--- src/rtl/serial_add_ctrl.sv ---
// Bit-serial adder controller: one full-adder cell (two half adders) walked LSB first.
// Optional SERIAL_SUB_EN adds a sub input for (a - b) using the same cell.
module serial_add_ha (
    input  logic x,
    input  logic y,
    output logic s,
    output logic c
);
    assign s = x ^ y;
    assign c = x & y;
endmodule

module serial_add_ctrl #(
    parameter int WIDTH = 8
) (
    input  logic             clk,
    input  logic             rst,
    input  logic             start,
    input  logic [WIDTH-1:0] a,
    input  logic [WIDTH-1:0] b,
    input  logic             cin,
`ifdef SERIAL_SUB_EN
    input  logic             sub,
`endif
    output logic             busy,
    output logic             done,
    output logic [WIDTH-1:0] sum,
    output logic             cout
);
    localparam int CW = $clog2(WIDTH);

    typedef enum logic [1:0] {
        IDLE,
        RUN,
        FIN
    } state_t;

    state_t state;
    state_t state_n;

    logic [WIDTH-1:0] ra;
    logic [WIDTH-1:0] rb;
    logic             c;
    logic [CW-1:0]    cnt;
    logic             accept;
    logic             last;
    logic             s1;
    logic             c1;
    logic             s;
    logic             c2;
    logic             c_next;
    logic [WIDTH-1:0] b_load;
    logic             c_load;

    serial_add_ha u_ha1 (
        .x(ra[0]),
        .y(rb[0]),
        .s(s1),
        .c(c1)
    );

    serial_add_ha u_ha2 (
        .x(s1),
        .y(c),
        .s(s),
        .c(c2)
    );

    assign c_next = c1 | c2;

`ifdef SERIAL_SUB_EN
    // Two's-complement subtract: invert b and force the carry-in to 1.
    assign b_load = sub ? ~b : b;
    assign c_load = sub ? 1'b1 : cin;
`else
    assign b_load = b;
    assign c_load = cin;
`endif

    always_ff @(posedge clk) begin
        if (rst) begin
            state <= IDLE;
        end else begin
            state <= state_n;
        end
    end

    always_comb begin
        state_n = state;
        accept  = 1'b0;
        last    = 1'b0;
        case (state)
            IDLE: begin
                if (start) begin
                    accept  = 1'b1;
                    state_n = RUN;
                end
            end
            RUN: begin
                if (cnt == CW'(WIDTH - 1)) begin
                    last    = 1'b1;
                    state_n = FIN;
                end
            end
            FIN: begin
                state_n = IDLE;
            end
            default: begin
                state_n = IDLE;
            end
        endcase
    end

    assign busy = (state != IDLE);
    assign done = (state == FIN);

    always_ff @(posedge clk) begin
        if (rst) begin
            ra   <= '0;
            rb   <= '0;
            c    <= 1'b0;
            cnt  <= '0;
            sum  <= '0;
            cout <= 1'b0;
        end else if (accept) begin
            ra   <= a;
            rb   <= b_load;
            c    <= c_load;
            cnt  <= '0;
            cout <= 1'b0;
        end else if (state == RUN) begin
            ra  <= {1'b0, ra[WIDTH-1:1]};
            rb  <= {1'b0, rb[WIDTH-1:1]};
            c   <= c_next;
            cnt <= cnt + 1'b1;
            // Each result bit enters at the MSB; after WIDTH shifts it is aligned.
            sum <= {s, sum[WIDTH-1:1]};
            if (last) begin
                cout <= c_next;
            end
        end
    end
endmodule
--- config.mk ---
export PLATFORM = sky130hd
export DESIGN_NAME = serial_add_ctrl
export DESIGN_NICKNAME = d
export VERILOG_FILES = /design/src/rtl/serial_add_ctrl.sv
export SDC_FILE = /design/constraint.sdc
export NUM_CORES = 1
export LEC_CHECK = 0
export BUFFER_PORTS_ARGS = -buffer_cell sky130_fd_sc_hd__buf_2
export CORE_ASPECT_RATIO = 1.2
export CORE_UTILIZATION = 29
export DETAILED_ROUTE_END_ITERATION = 10
export HOLD_SLACK_MARGIN = 0.1
export PLACE_DENSITY = 0.5
export SYNTH_ARGS = -nofsm -noshare
export SYNTH_HDL_FRONTEND = slang
export SYNTH_HIERARCHICAL = 1
export SYNTH_SLANG_ARGS = --single-unit
--- constraint.sdc ---
create_clock -name clk -period 2.1 [get_ports clk]
set_clock_uncertainty 0.2 [all_clocks]
set_input_delay 0.315 -clock clk [delete_from_list [all_inputs] [get_ports clk]]
set_output_delay 0.315 -clock clk [all_outputs]
set_load 0.02 [all_outputs]
==> results.sh, run 1 <==
export IMPL_status="finished clean"
export IMPL_use_met3=0.0368
export IMPL_wl_mm=3.04
export IMPL_p_leak_nw=0.697
export IMPL_syn_inst=163
export IMPL_synth_compound_area_share=0.224
export IMPL_yosysTopAreaCell="dfxtp_1"
export IMPL_p_clk_frac=0.380
export IMPL_worstSetupEndpoint="busy"
export IMPL_grt_overflow=0
export IMPL_crit_fanout=11
export IMPL_vias_per_cell=4.69
export IMPL_hold_class="in2reg"
export IMPL_crit_start="state[1]$_SDFFE_PP0P_"
export IMPL_row_count=27
export IMPL_fmax_mhz=593
export IMPL_syn_nets=187
export IMPL_drive_above_1_share=0.275
export IMPL_drc=0
export IMPL_synth_adder_area_share=0.0361
export IMPL_grt_pass1_vias=1072
export IMPL_synth_warning_count=6
export IMPL_synthMuxAreaShare=0.0144
export IMPL_max_slew_margin=0.649
export IMPL_gr_usage_met1=0.168
export IMPL_tightest_slew_ps=527
export IMPL_internal_power_mw=1.00
export IMPL_die_x_um=65.1
export IMPL_io_pins=31
export IMPL_drv_cap=0
export IMPL_cts_hold_buf=2
export IMPL_slew_violations=0
export IMPL_ys_types=29
export IMPL_area_growth_pct=21.1
export IMPL_rsz0062_at_grt="false"
export IMPL_reg2reg_setup_slack_ps=430
export IMPL_ys_seq_area_frac=0.447
export IMPL_fin_crit_sh=0.803
export IMPL_p_sw_mw=0.334
export IMPL_drt_iter0_markers=56
export IMPL_final_antenna_net_count=0
export IMPL_syn_area_per_cell_um2=8.51
export IMPL_setup_tns_ps=0
export IMPL_vias=1178
export IMPL_final_net_count=216
export IMPL_postPlaceCellArea_um2=1560
export IMPL_end_kind="output pin"
export IMPL_synth_top_family_by_area="compound AO/OA/AOI/OAI gates"
export IMPL_yosys_area_top_type_share=0.447
export IMPL_rr_worst_depth=3
export IMPL_start_util=0.302
export IMPL_antenna_cells=0
export IMPL_cp_arrival_ps=1170
export IMPL_start_kind="register"
export IMPL_post_cts_resized=0
export IMPL_critPathRequiredTime_ps=1580
export IMPL_synth_seq_cells=31
export IMPL_yosys_area_share_simple=0.198
export IMPL_clock_latency_ps=270
export IMPL_ctsRootBufferMaster="clkbuf_8"
export IMPL_cts_buffers=5
export IMPL_finalHoldViolations=0
export IMPL_final_area_um2=1680
export IMPL_antenna_found_initial=0
export IMPL_gp_congestion=0.676
export IMPL_fin_crit_ps=1690
export IMPL_nFillCells=540
export IMPL_syn_area_um2=1390
export IMPL_grt_pass1_wl_mm=5.09
export IMPL_hpwl_mm=1.92
export IMPL_pwr_share_seq=0.484
export IMPL_grt_busiest_layer="met2"
export IMPL_fp_dieH_um=77.8
export IMPL_tritoncts="built"
export IMPL_power_share_switching=0.251
export IMPL_ys_top_cells_by_area="dfxtp_1, nand2_1, a21oi_1"
export IMPL_post_synth_xor_area_fraction=0.00631
export IMPL_clkSinkCount=31
export IMPL_path_clk_slew_ps=60
export IMPL_r2r_start="state[1]$_SDFFE_PP0P_"
export IMPL_fp_coreArea_um2=4590
export IMPL_cts_path_max_buffers=2
export IMPL_htreeDepth=2
export IMPL_critPathKind="reg2out"
export IMPL_first_pass_iters=6
export IMPL_grtUsageMet2=0.207
export IMPL_vdd_drop_max_v=0.000389
export IMPL_reg2reg_to="rb[4]$_SDFFE_PP0P_"
export IMPL_grt_max_degree=26
export IMPL_grt_usage=0.132
export IMPL_comb_power_share=0.136
export IMPL_power_density_nw_per_um2=794
export IMPL_port_buffers=30
export IMPL_wl_per_cell_um=12.1
export IMPL_post_cts_buffers=0
export IMPL_finalSetupViolations=0
export IMPL_die_area_um2=5070
[cell usage in the layout (no fill, tap or decap), types with 2 or more instances in the layout]
master	netlist	routed
a21oi_2	3	3
nor2_1	19	19
o221a_2	2	2
mux2i_1	2	2
clkbuf_8	0	7
nand2_1	32	32
a211oi_2	3	3
dfxtp_1	31	31
buf_2	4	30
inv_1	2	2
dlygate4sd3_1	0	2
buf_4	2	3
ha_1	4	4
a211oi_1	9	9
a21oi_1	23	23
o21ai_0	2	2
nand3_1	2	2
nor3_1	3	3
[cell families after synthesis]
family / count (synthesis)
and+or+nand+nor: 63
AOI/OAI and AO/OA: 46
muxes: 2
xor gates and xnor gates: 1
adders and majority gates: 4
DFF: 31
buffers and inverters: 16
[synthesized netlist by cell type]
cell,instances
mux2i_1,2
clkbuf_1,4
o21ai_0,2
a211oi_1,9
o221a_2,2
a21oi_2,3
inv_1,2
nand3_1,2
nor3_1,3
nor2b_1,2
xnor2_1,1
buf_2,4
ha_1,4
a211oi_2,3
a21o_1,1
o311a_1,1
nor3b_4,1
buf_4,2
nor2_2,1
nand2_1,32
nor2_1,19
nand2b_1,1
a31oi_1,1
a21oi_1,23
buf_6,4
or3b_1,1
o21a_1,1
or2_2,1
dfxtp_1,31
[power by group through the flow]
stage	clock [mW]	combinational [mW]	sequential, mW
2_1_floorplan	0	0.136	0.654
3_3_place_gp	0	0.182	0.660
3_5_place_dp	0	0.180	0.659
4_1_cts	0.531	0.184	0.646
5_1_grt	0.553	0.206	0.651
6_report	0.507	0.182	0.646
[state kept, by name (all words and copies together), names as in the netlist]
name and flops:
c 1, rb 8, state 2, cnt 3, cout 1, ra 8
sum 8
[area by class of cell]
class                   count  area [µm²]  area share
multi-input cells         116         667       0.397
flip-flops and latches     31         621       0.369
repair buffers             36         213       0.127
clock buffers               8         100      0.0596
well taps                  58        72.6      0.0432
inverters                   2        7.51     0.00447
[layer usage]
| layer | wire length, µm | share of wire | up-vias |
|---|---|---|---|
| met5 | 0 | 0 | - |
| met4 | 25 | 0.0082 | 0 |
| met3 | 123 | 0.040 | 4 |
| met2 | 1450 | 0.48 | 23 |
| met1 | 1440 | 0.47 | 539 |
| li1 | - | - | 612 |
[metrics by stage]
| stage | total power [mW] | utilization | cells | setup WS, ps | hold slack, ps |
|---|---|---|---|---|---|
| after global placement | 0.842 | 0.340 | 241 | 426 | 242 |
| after detailed placement | 0.840 | 0.340 | 241 | 406 | 248 |
| final | 1.33 | 0.366 | 251 | 413 | 107 |
| after floorplan | 0.790 | - | 163 | 573 | 237 |
| after global routing | 1.41 | 0.366 | 251 | 204 | 122 |
| after CTS | 1.36 | 0.366 | 251 | 396 | 101 |
[worst min-delay path by stage]
| stage | startpoint | to | cells past startpoint |
|---|---|---|---|
| 2_1_floorplan | rb[7]$_SDFFE_PP0P_ | rb[6]$_SDFFE_PP0P_ | 2 |
| 3_3_place_gp | sum[0]$_SDFFE_PP0P_ | sum[0]$_SDFFE_PP0P_ | 2 |
| 3_5_place_dp | sum[0]$_SDFFE_PP0P_ | sum[0]$_SDFFE_PP0P_ | 2 |
| 4_1_cts | cin | c$_SDFFE_PP0P_ | 3 |
| 5_1_grt | cin | c$_SDFFE_PP0P_ | 3 |
| 6_report | cin | c$_SDFFE_PP0P_ | 3 |
[worst max-delay path, cell delays in order (launching register included)]
cell     delay (ps)
dfxtp_1         420
or2_2           320
buf_2           160
No activity file was read; power rests on OpenSTA's default activity.
==> inputs of run 2 (changes only) <==
--- a/config.mk
+++ b/config.mk
@@ -5,6 +5,7 @@
 export SDC_FILE = /design/constraint.sdc
 export NUM_CORES = 1
 export LEC_CHECK = 0
+export ABC_AREA = 1
 export BUFFER_PORTS_ARGS = -buffer_cell sky130_fd_sc_hd__buf_2
 export CORE_ASPECT_RATIO = 1.2
 export CORE_UTILIZATION = 29
==> constraint.sdc (replaced) <==
create_clock -name clk -period 1.6 [get_ports clk]
set_clock_uncertainty 0.2 [all_clocks]
set_input_delay 0.24 -clock clk [delete_from_list [all_inputs] [get_ports clk]]
set_output_delay 0.24 -clock clk [all_outputs]
set_load 0.02 [all_outputs]
==> run 2 against run 1 <==
Effect of this change:
- wire length up 12%
- first-iteration DRC count down 27%
- via count up 18%
- critical path type unchanged
- critical endpoint is now done
- highest routed layer unchanged
==> results.sh, run 2 <==
export IMPL_final_antenna_net_count=0
export IMPL_cpMostUsedCell="buf_4"
export IMPL_ys_types=19
export IMPL_start_util=0.303
export IMPL_crit_cells=3
export IMPL_wl_per_cell_um=10.9
export IMPL_tritoncts="built"
export IMPL_r2r_start="rb[0]$_SDFFE_PP0P_"
export IMPL_preCtsSetupSlack_ps=66.4
export IMPL_crit_start="state[0]$_SDFFE_PP0P_"
export IMPL_fin_crit_ps=1530
export IMPL_synth_seq_cells=31
export IMPL_fmax_mhz=653
export IMPL_row_count=28
export IMPL_tightest_slew_ps=384
export IMPL_drt_iter0_markers=41
export IMPL_final_net_count=277
export IMPL_ctsRootBufferMaster="clkbuf_8"
export IMPL_slew_violations=0
export IMPL_syn_nets=236
export IMPL_comb_power_share=0.181
export IMPL_area_growth_pct=26.0
export IMPL_yosys_area_top_type_share=0.414
export IMPL_die_area_um2=5460
export IMPL_multi_input_area_um2=717
export IMPL_gp_congestion=0.683
export IMPL_power_share_switching=0.277
export IMPL_cp_cell_sequence="buf_4 -> nor2_1 -> buf_4"
export IMPL_syn_area_um2=1500
export IMPL_gr_usage_met1=0.171
export IMPL_finalPower_mw=1.80
export IMPL_cts_buffers=5
export IMPL_worstSetupEndpoint="done"
export IMPL_grt_busiest_layer="met2"
export IMPL_p_clk_frac=0.341
export IMPL_synth_common_cells="nand2_1, dfxtp_1, nand3_1"
export IMPL_cp_num_buf_inv=2
export IMPL_io_pins=31
export IMPL_syn_inst=212
export IMPL_final_area_um2=1890
export IMPL_synth_most_common_cell="nand2_1"
export IMPL_grt_pass1_wl_mm=5.80
export IMPL_grt_overflow=0
export IMPL_ys_seq_area_frac=0.414
export IMPL_ys_flop_type="dfxtp_1"
export IMPL_antenna_found_initial=0
export IMPL_postPlaceCellArea_um2=1730
export IMPL_end_kind="output pin"
export IMPL_pwr_share_seq=0.478
export IMPL_hpwl_mm=2.35
export IMPL_grt_max_degree=19
export IMPL_die_x_um=67.6
export IMPL_max_slew_margin=0.744
export IMPL_path_clk_slew_ps=60
export IMPL_rr_worst_depth=8
export IMPL_vias=1386
export IMPL_ys_top_cells_by_area="dfxtp_1, nand2_1, nand3_1"
export IMPL_grt_pass1_vias=1275
export IMPL_critPathKind="reg2out"
export IMPL_clock_latency_ps=280
export IMPL_antenna_cells=0
export IMPL_rsz0062_at_grt="false"
export IMPL_finalSetupViolations=0
export IMPL_vias_per_cell=4.43
export IMPL_use_met3=0.0384
export IMPL_final_common_cell="nand2_1"
export IMPL_wl_mm=3.41
export IMPL_fin_crit_sh=0.958
export IMPL_drv_cap=0
export IMPL_cts_path_max_buffers=2
export IMPL_internal_power_mw=1.30
export IMPL_register_area_um2=626
export IMPL_drive_above_1_share=0.253
export IMPL_status="finished clean"
export IMPL_power_density_nw_per_um2=954
export IMPL_synth_warning_count=6
export IMPL_crit_fanout=7
export IMPL_async_flop_share=0
export IMPL_htreeDepth=2
export IMPL_crit_path_max_incr_delay_ps=370
export IMPL_start_kind="register"
export IMPL_fp_coreArea_um2=4940
export IMPL_setup_tns_ps=0
export IMPL_nFillCells=525
export IMPL_fin_ws_ps=67.5
export IMPL_p_sw_mw=0.499
export IMPL_vdd_drop_max_v=0.000506
export IMPL_hold_class="in2reg"
export IMPL_first_pass_iters=4
export IMPL_reg_top3="ra (8), rb (8), sum (8)"
export IMPL_reg2reg_setup_slack_ps=150
export IMPL_cp_arrival_ps=1090
export IMPL_finalHoldViolations=0
export IMPL_fp_dieH_um=80.7
export IMPL_grtUsageMet2=0.237
export IMPL_critPathTopFamily="flip-flops"
export IMPL_synth_edf_count=0
export IMPL_layout_common_cells="nand2_1, dfxtp_1, buf_2"
export IMPL_cp_slowest_cell="dfxtp_4"
export IMPL_drc=0
export IMPL_critPathRequiredTime_ps=1160
export IMPL_port_buffers=30
export IMPL_grt_usage=0.144
export IMPL_reg2reg_to="c$_SDFFE_PP0P_"
export IMPL_yosysTopAreaCell="dfxtp_1"
export IMPL_syn_area_per_cell_um2=7.06
export IMPL_p_leak_nw=0.945
export IMPL_clkSinkCount=31
==> run 2: worst register-to-register path, cell delays in order (launching register included) <==
cell	delay, ps
dfxtp_1	320
ha_1	290
ha_1	170
inv_1	50
nand2_1	60
nand2_1	70
nand2_1	50
nor2_1	90
nor2_1	40
==> run 2: logic make-up (layout without fill, tap and decap cells) <==
family          count (synthesis)  count (layout)  share of synthesized area
compound gates                 27              27                      0.119
xor+xnor                        1               1                    0.00585
fa+ha+maj                       4               4                     0.0334
buf+inv                        34              75                      0.107
flops                          31              31                      0.414
simple gates                  115             115                      0.320
==> run 2: layout make-up <==
class                   count  area share
inverters                  22      0.0438
repair buffers             46       0.158
clock inverters             1     0.00265
clock buffers               6      0.0438
flip-flops and latches     31       0.332
multi-input cells         147       0.380
well taps                  60      0.0398
==> run 2: how the worst min path moves through the flow <==
stage,startpoint,to,slack (ps),cells after the start
floorplan,a[7],ra[7]$_SDFFE_PP0P_,180,2
CTS,b[1],rb[1]$_SDFFE_PP0P_,110,5
global route,a[4],ra[4]$_SDFFE_PP0P_,140,5
finish,a[4],ra[4]$_SDFFE_PP0P_,120,5
detailed placement,rb[2]$_SDFFE_PP0P_,rb[2]$_SDFFE_PP0P_,260,2
global placement,ra[7]$_SDFFE_PP0P_,ra[7]$_SDFFE_PP0P_,250,2
==> run 2: power groups by stage <==
stage                     clock [mW]  sequential, mW  combinational, mW
after global placement             0           0.877              0.312
after floorplan                    0           0.890              0.204
after global routing           0.669           0.867              0.371
final                          0.613           0.860              0.327
after detailed placement           0           0.877              0.313
after CTS                      0.637           0.861              0.323
==> run 2: metal layers <==
layer	routed length (µm)	vias to the layer above
li1	-	746
met1	1570	615
met2	1690	20
met3	98	5
met4	57	0
met5	0	-
==> run 2: through the flow <==
| step | hold slack (ps) | utilization | std cells |
|---|---|---|---|
| finish | 120 | 0.382 | 313 |
| detailed placement | 256 | 0.349 | 299 |
| global route | 139 | 0.382 | 313 |
| global placement | 252 | 0.349 | 299 |
| CTS | 113 | 0.376 | 310 |
| floorplan | 183 | - | 212 |
==> run 2: timing repair <==
item,in CTS,in global routing
hold buffers,4,0
resized for setup,2,3
hold endpoints to repair,4,0
setup endpoints to repair,2,2
setup buffers,0,3
pin swaps,0,1
==> inputs of run 3 (changes only) <==
--- a/config.mk
+++ b/config.mk
@@ -11,7 +11,7 @@
 export CORE_UTILIZATION = 29
 export DETAILED_ROUTE_END_ITERATION = 10
 export HOLD_SLACK_MARGIN = 0.1
-export PLACE_DENSITY = 0.5
+export PLACE_DENSITY = 0.49
 export SYNTH_ARGS = -nofsm -noshare
 export SYNTH_HDL_FRONTEND = slang
 export SYNTH_HIERARCHICAL = 1
==> run 3 against run 2 <==
Effect of this change:
- core utilization up 0.051 points
- final cell count unchanged
- worst setup slack worse by 2.0 ps
- register-to-register slack about the same
- die area unchanged
- wire length down 2.9%
- design area up 0.13%
- worst hold slack worse by 1.6 ps
- critical path type unchanged
- largest cell class unchanged
==> results.sh, run 3 (synthesis results as in run 2) <==
export IMPL_status="finished clean"
export IMPL_post_cts_buffers=0
export IMPL_drt_iter0_markers=39
export IMPL_antenna_found_initial=0
export IMPL_fp_dieH_um=80.7
export IMPL_power_density_nw_per_um2=979
export IMPL_slew_violations=0
export IMPL_row_count=28
export IMPL_critPathKind="reg2out"
export IMPL_fmax_mhz=652
export IMPL_drc=0
export IMPL_dr_wl_met2_mm=1.67
export IMPL_grt_overflow=0
export IMPL_clock_latency_ps=280
export IMPL_finalPower_mw=1.85
export IMPL_start_kind="register"
export IMPL_io_pins=31
export IMPL_port_buffers=30
export IMPL_reg2reg_to="c$_SDFFE_PP0P_"
export IMPL_antenna_cells=0
export IMPL_fin_crit_sh=0.959
export IMPL_final_common_cell="nand2_1"
export IMPL_fin_util=0.382
export IMPL_die_x_um=67.6
export IMPL_rsz0062_at_grt="false"
export IMPL_path_clk_slew_ps=60
export IMPL_cts_path_max_buffers=2
export IMPL_tritoncts="built"
export IMPL_rr_worst_depth=8
export IMPL_setup_tns_ps=0
export IMPL_finalHoldViolations=0
export IMPL_reg2reg_setup_slack_ps=160
export IMPL_fp_coreArea_um2=4940
export IMPL_holdPathStages=5
export IMPL_hpwl_mm=2.35
export IMPL_final_antenna_net_count=0
export IMPL_nFillCells=530
export IMPL_crit_fanout=10
export IMPL_highest_layer="met4"
export IMPL_final_net_count=276
export IMPL_tightest_slew_ps=375
export IMPL_start_util=0.303
export IMPL_vdd_drop_max_v=0.000719
export IMPL_area_growth_pct=26.1
export IMPL_end_kind="output pin"
export IMPL_htreeDepth=2
export IMPL_cts_buffers=5
export IMPL_wl_mm=3.31
export IMPL_route_met3_wl_um=106
export IMPL_ctsRootBufferMaster="clkbuf_8"
export IMPL_layout_common_cells="nand2_1, dfxtp_1, buf_2"
export IMPL_min_from="b[1]"
export IMPL_reg_top3="ra (8), rb (8), sum (8)"
export IMPL_p_leak_nw=0.945
export IMPL_r2r_start="rb[0]$_SDFFE_PP0P_"
export IMPL_finalSetupViolations=0
export IMPL_die_area_um2=5460
export IMPL_holdPathEnd="rb[1]$_SDFFE_PP0P_"
export IMPL_drive_above_1_share=0.249
export IMPL_grt_pass1_wl_mm=5.49
export IMPL_postPlaceCellArea_um2=1740
export IMPL_final_area_um2=1890
export IMPL_vias_per_cell=4.42
export IMPL_met1_length_mm=1.50
export IMPL_first_pass_iters=4
export IMPL_wl_per_cell_um=10.6
export IMPL_critPathRequiredTime_ps=1160
export IMPL_max_slew_margin=0.749
export IMPL_drv_cap=0
export IMPL_vias=1385
export IMPL_hold_class="in2reg"
export IMPL_gp_congestion=0.721
export IMPL_grt_pass1_vias=1241
export IMPL_fin_crit_ps=1530
export IMPL_cp_arrival_ps=1090
export IMPL_grt_usage=0.137
export IMPL_grt_max_degree=19
export IMPL_clkSinkCount=31
## run 3: worst max path at each step
stage / endpoint / slack (ps) / cells after the start / start
6_report: busy / 70 / 4 / state[0]$_SDFFE_PP0P_
5_1_grt: busy / 3 / 4 / state[0]$_SDFFE_PP0P_
4_1_cts: busy / 6 / 4 / state[0]$_SDFFE_PP0P_
3_5_place_dp: c$_SDFFE_PP0P_ / 150 / 8 / rb[0]$_SDFFE_PP0P_
3_3_place_gp: c$_SDFFE_PP0P_ / 160 / 8 / rb[0]$_SDFFE_PP0P_
2_1_floorplan: done / 210 / 3 / state[1]$_SDFFE_PP0P_
## run 3: final cells by class
class                      instances  area [µm²]  share of cell area
inverter                          22        82.6              0.0437
multi-input combinational        147         717               0.379
sequential                        31         623               0.330
tap                               60        75.1              0.0397
clock buffer                       8         100              0.0530
timing repair buffer              45         292               0.154
## run 3: report_power, final
part / internal (mW) / switching (mW) / total (mW)
combinational: 0.135 / 0.187 / 0.322
sequential: 0.828 / 0.0319 / 0.860
clock: 0.392 / 0.277 / 0.669
total: 1.35 / 0.496 / 1.85
## run 3: per-layer routing
| metal | global-route usage | vias up |
|---|---|---|
| met5 | 0 | - |
| met4 | 0.0574 | 0 |
| met3 | 0.0341 | 4 |
| met2 | 0.234 | 17 |
| met1 | 0.158 | 620 |
| li1 | - | 744 |
## run 3: worst max-delay path, stage by stage, from the launching register on
cell and delay, ps:
dfxtp_2 340, nor2_4 130, buf_6 150, inv_1 40, buf_2 150
## run 3: timing repair
action,in CTS,in global routing
hold endpoints to repair,4,0
hold buffers,4,0
gates resized for setup,1,3
setup endpoints to repair,1,3
## run 3: through the flow
step,std cells,setup slack [ps],hold WS [ps]
6_report,313,65.4,119
3_3_place_gp,301,160,251
4_1_cts,313,5.92,107
3_5_place_dp,301,153,254
2_1_floorplan,212,211,183
5_1_grt,313,3.47,145
